### src/rtl/afg_stretch_pkg.sv
// Shared types and defaults for the increment-path pulse stretcher.
//   DefaultCh    - default number of channels
//   DefaultCntW  - default width of Len and of each channel counter
//   DefaultAcW   - default width of the active-channel count
//   len_t        - stretch length type at the default counter width
//   len_eff()    - maps a programmed length of 0 to 1 cycle
package afg_stretch_pkg;

  localparam int unsigned DefaultCh   = 4;
  localparam int unsigned DefaultCntW = 4;
  localparam int unsigned DefaultAcW  = 3;

  typedef logic [DefaultCntW-1:0] len_t;

  // A zero length would never raise Dout, so treat it as the shortest pulse.
  function automatic len_t len_eff(input len_t len);
    return (len == '0) ? len_t'(1) : len;
  endfunction

endpackage

### src/rtl/stretch_chan.sv
// One pulse-stretcher channel: down-counter, trigger acceptance, registered Dout.
// Optional macro STRETCH_EDGE_EN: trigger on the rising edge of din_i (adds a
// history flop); otherwise din_i is a level trigger.
// Ports:
//   clk_i      - clock
//   rst_ni     - asynchronous active-low reset
//   din_i      - trigger input
//   len_i      - stretch length, sampled only when a trigger is accepted
//   retrig_i   - 1: reload on every trigger; 0: accept only when idle
//   clear_i    - synchronous clear, overrides triggers
//   dout_o     - registered stretched pulse
//   dout_d_o   - next-state of dout_o, for the parent's popcount register
module stretch_chan
  import afg_stretch_pkg::*;
#(
  parameter int unsigned CntW = DefaultCntW
) (
  input  logic            clk_i,
  input  logic            rst_ni,
  input  logic            din_i,
  input  logic [CntW-1:0] len_i,
  input  logic            retrig_i,
  input  logic            clear_i,
  output logic            dout_o,
  output logic            dout_d_o
);

  logic [CntW-1:0] cnt_q, cnt_d;
  logic [CntW-1:0] len_eff_w;
  logic            trig;
  logic            accept;
  logic            dout_q, dout_d;

  if (CntW == DefaultCntW) begin : g_len_pkg
    assign len_eff_w = len_eff(len_i);
  end else begin : g_len_local
    assign len_eff_w = (len_i == '0) ? CntW'(1) : len_i;
  end

`ifdef STRETCH_EDGE_EN
  logic din_q;

  // History keeps updating through Clear so a level held across Clear
  // does not retrigger afterwards.
  always_ff @(posedge clk_i or negedge rst_ni) begin
    if (!rst_ni) begin
      din_q <= 1'b0;
    end else begin
      din_q <= din_i;
    end
  end

  assign trig = din_i & ~din_q;
`else
  assign trig = din_i;
`endif

  always_comb begin
    cnt_d  = cnt_q;
    accept = trig & (retrig_i | (cnt_q == '0));
    if (clear_i) begin
      cnt_d = '0;
    end else if (accept) begin
      cnt_d = len_eff_w;
    end else if (cnt_q != '0) begin
      cnt_d = cnt_q - CntW'(1);
    end
    dout_d = (cnt_d != '0);
  end

  always_ff @(posedge clk_i or negedge rst_ni) begin
    if (!rst_ni) begin
      cnt_q  <= '0;
      dout_q <= 1'b0;
    end else begin
      cnt_q  <= cnt_d;
      dout_q <= dout_d;
    end
  end

  assign dout_o   = dout_q;
  assign dout_d_o = dout_d;

endmodule

### src/rtl/inc_pulse_stretch.sv
// Multi-channel pulse stretcher for the function-generator increment path.
// Each channel widens a Din trigger into a Len-cycle Dout pulse; Active_Cnt
// counts channels whose Dout is high.
// Optional macro STRETCH_EDGE_EN: channels trigger on Din rising edges.
// Ports:
//   Clock      - clock, rising edge
//   Reset      - asynchronous active-low reset
//   Din        - per-channel triggers
//   Len        - stretch length (0 behaves as 1), shared by all channels
//   Retrig     - 1 retriggerable, 0 non-retriggerable
//   Clear      - synchronous clear of all channels
//   Dout       - registered stretched pulses
//   Active_Cnt - registered popcount of Dout
module inc_pulse_stretch
  import afg_stretch_pkg::*;
#(
  parameter int unsigned CH    = DefaultCh,
  parameter int unsigned CNT_W = DefaultCntW,
  parameter int unsigned AC_W  = DefaultAcW  // needs 2**AC_W > CH
) (
  input  logic             Clock,
  input  logic             Reset,
  input  logic [CH-1:0]    Din,
  input  logic [CNT_W-1:0] Len,
  input  logic             Retrig,
  input  logic             Clear,
  output logic [CH-1:0]    Dout,
  output logic [AC_W-1:0]  Active_Cnt
);

  logic [CH-1:0]   dout_next;
  logic [AC_W-1:0] active_cnt_q, active_cnt_d;

  for (genvar i = 0; i < CH; i++) begin : g_chan
    stretch_chan #(
      .CntW (CNT_W)
    ) u_chan (
      .clk_i    (Clock),
      .rst_ni   (Reset),
      .din_i    (Din[i]),
      .len_i    (Len),
      .retrig_i (Retrig),
      .clear_i  (Clear),
      .dout_o   (Dout[i]),
      .dout_d_o (dout_next[i])
    );
  end

  // Count from next-state so the count moves on the same edge as Dout.
  always_comb begin
    active_cnt_d = '0;
    for (int i = 0; i < int'(CH); i++) begin
      active_cnt_d = active_cnt_d + AC_W'(dout_next[i]);
    end
  end

  always_ff @(posedge Clock or negedge Reset) begin
    if (!Reset) begin
      active_cnt_q <= '0;
    end else begin
      active_cnt_q <= active_cnt_d;
    end
  end

  assign Active_Cnt = active_cnt_q;

endmodule

### config.mk
export PLATFORM = sky130hd
export DESIGN_NAME = inc_pulse_stretch
export DESIGN_NICKNAME = d
export VERILOG_FILES = /design/src/rtl/afg_stretch_pkg.sv /design/src/rtl/stretch_chan.sv /design/src/rtl/inc_pulse_stretch.sv
export SDC_FILE = /design/constraint.sdc
export NUM_CORES = 1
export LEC_CHECK = 0
export ABC_AREA = 1
export CAP_MARGIN = 30
export CORE_ASPECT_RATIO = 0.75
export CORE_UTILIZATION = 50
export DETAILED_ROUTE_END_ITERATION = 6
export GPL_ROUTABILITY_DRIVEN = 1
export PLACE_DENSITY_LB_ADDON = 0.15
export SLEW_MARGIN = 30
export SYNTH_ARGS = -nofsm -noshare
export SYNTH_HDL_FRONTEND = slang
export SYNTH_HIERARCHICAL = 1
export SYNTH_SLANG_ARGS = --single-unit
### constraint.sdc
create_clock -name Clock -period 5.1 [get_ports Clock]
set_clock_uncertainty 0.15 [all_clocks]
set_input_delay 1.53 -clock Clock [delete_from_list [all_inputs] [get_ports Clock]]
set_output_delay 1.53 -clock Clock [all_outputs]
set_load 0.01 [all_outputs]
==> reports/results.ini <==
[critical_path]
critPathMostFrequentCell = inv_1
critPathSlowestCell = clkdlybuf4s50_1
criticalPathCategory = in2reg
cp-start-kind = input pin
crit_fanout = 6
endpoint_kind = flip-flop
critPathArrivalTime_ns = 3.80
max_stage_delay_ns = 0.55
path_cells = clkdlybuf4s50_1, inv_1, nand2_4, nand2_4, nand2_1, nand3_1, nand2_1, inv_1, nand2_1, inv_1, fa_1, inv_1, ha_1, ha_1
crit_family = adder cells
cp_data_required_time_ns = 5.11
crit_buf_inv = 5

[clock_network]
clk_pin_slew_ns = 0.09
ctsHoldBuffers = 0
htreeDepth = 1
clock_latency_ns = 0.27
cts-root-buf = clkbuf_8
cts_buffers = 3
cts_buffer_depth = 2
clock_sinks = 23
cts-resized-gates = 0
cts_tree = built
postCtsSetupRepairBufs = 0

[routing]
dr.pass1.iters = 4
vias = 1429
wl_um = 3070
drc_errors = 0
drtAntennaViolNets = 0
vias_per_cell = 4.78
dr.first_iter.drc_count = 54
wl_per_cell_um = 10.3

[final_layout]
diodes = 0
final_common_cell = nand2_1
mostFrequentLayoutCells = nand2_1, inv_1, nand3_1
design_area_um2 = 1900
nets = 281
num-fill-cells = 301
syn2layout_area_growth_pct = 16.7
final_layout_size_suffix_gt1_share_pct = 12.6
postLayoutCoreUtil_pct = 63.0

[timing]
tightest_slew_ns = 0.527
fin_crit_ns = 3.78
fin_setup_tns_ns = 0
fmax_mhz = 264
hold_viol = 0
min_period_over_period_pct = 74.2
setup_viol = 0
grt_setup_unrepaired = false
maxSlewViolCount = 0
relSlewSlack_pct = 64.9

[synth]
syn_nets = 258
yosys_register_bits = 23
ys.warnings.count = 6
synthCells = 239
synth.distinct_cells = 14
syn_area_per_cell_um2 = 6.82
syn_area_um2 = 1630
ys_seq_area_share_pct = 35.3

[place]
portBuffers = 18
placed_area_um2 = 1850
dp_hpwl_um = 2350
gp_congestion = 0.785

[global_routing]
grt_pass1_vias = 1195
grt_max_degree = 24
antenna_found_initial = 0
grt_usage_pct = 20.4
grt_pass1_wl_um = 5130
grt-ovfl-total = 0

[floorplan]
coreArea_um2 = 3020
ios = 19
design.die.area_um2 = 3500
die_w_um = 67.9
start_util_pct = 54.0
placementRows = 17
fp.dieH_um = 51.5

[power]
switching_power_mw = 0.321
irDropWorstVdd_mv = 0.275
internal_power_mw = 0.451
power_frac_seq_pct = 33.1
total_power_mw = 0.772
p_per_area_nw_per_um2 = 406
pwr-share-clk_pct = 15.3
p_comb_share_pct = 51.6
leakagePower_nw = 1.11
switching_share_pct = 41.6

[min_path]
hp-class = reg2reg

[outcome]
outcome = completed

[job]
maxCapViolations = 0

[synthesized netlist by cell type]
cell type,count,area (um^2)
nand3_1,36,180
o21ai_0,4,20.0
dfrtp_1,23,576
inv_1,49,184
a21oi_1,8,40.0
inv_2,4,15.0
nand2_1,64,240
nor2_1,16,60.1
nand2_2,8,50.1
nand3b_1,4,30.0
fa_1,1,20.0
ha_1,6,75.1
nor2_2,8,50.1
nand2_4,8,90.1
[metal layers]
| layer | vias to the layer above | wire length (um) | global-route usage, % |
|---|---|---|---|
| met2 | 14 | 1170 | 28.1 |
| li1 | 771 | - | - |
| met3 | 4 | 128 | 6.03 |
| met1 | 640 | 1740 | 30.4 |
| met5 | - | 0 | 0 |
| met4 | 0 | 30 | 5.21 |
[worst paths after layout]
check / startpoint / to / slack [ns] / cells past startpoint
worst max-delay path: Retrig / Active_Cnt[1] / 1.32 / 14
worst min-delay path: g_chan[3].u_chan/cnt_q[0] / g_chan[3].u_chan/cnt_q[0] / 0.56 / 5
worst max register to register: g_chan[0].u_chan/cnt_q[0] / Active_Cnt[1] / 2.35 / 15
worst min register to register: g_chan[3].u_chan/cnt_q[0] / g_chan[3].u_chan/cnt_q[0] / 0.56 / 5
max in group asynchronous: Reset / g_chan[1].u_chan/cnt_q[1] / 3.37 / 1
min in group asynchronous: Reset / g_chan[3].u_chan/cnt_q[0] / 1.07 / 1
[metrics by stage]
stage          worst slack (ns)  cells  hold WS (ns)
2_1_floorplan              1.78    239         0.486
3_3_place_gp               1.06    295         0.539
3_5_place_dp               1.04    295         0.555
4_1_cts                    1.32    299         0.566
5_1_grt                    1.20    299         0.619
6_report                   1.32    299         0.563
[power groups by stage]
stage               clock, mW  sequential (mW)  combinational, mW
finish                  0.118            0.256              0.398
global route            0.133            0.262              0.461
CTS                     0.121            0.256              0.401
detailed placement          0            0.258              0.396
global placement            0            0.260              0.396
floorplan                   0            0.266              0.274
[worst register-to-register path: cells and delay by family (launching register included)]
family	cells	cell delay [ns]
adders and majority gates	4	1.23
buffers and inverters	4	0.24
DFF	1	0.40
and+or+nand+nor	7	0.63
[flip-flops by register name, summed over array words and instances (netlist names)]
| name | count |
|---|---|
| g_chan.u_chan/cnt_q | 16 |
| g_chan.u_chan/dout_o | 4 |
| Active_Cnt | 3 |
[kinds of logic after synthesis]
group	Yosys count	synth area share [%]
AOI/OAI and AO/OA	12	3.68
buffers and inverters	53	12.2
and+or+nand+nor	144	43.0
adders and majority gates	7	5.83
DFF	23	35.3
[layout make-up]
type / instances / area, um^2 / share of cell area (%)
inverter: 53 / 199 / 10.5
clock buffer: 3 / 41.3 / 2.17
tap: 38 / 47.5 / 2.50
sequential: 23 / 576 / 30.3
clock inverter: 1 / 7.51 / 0.395
multi-input combinational: 163 / 856 / 45.0
timing repair buffer: 18 / 175 / 9.21
(Power assumes the default switching activity.)
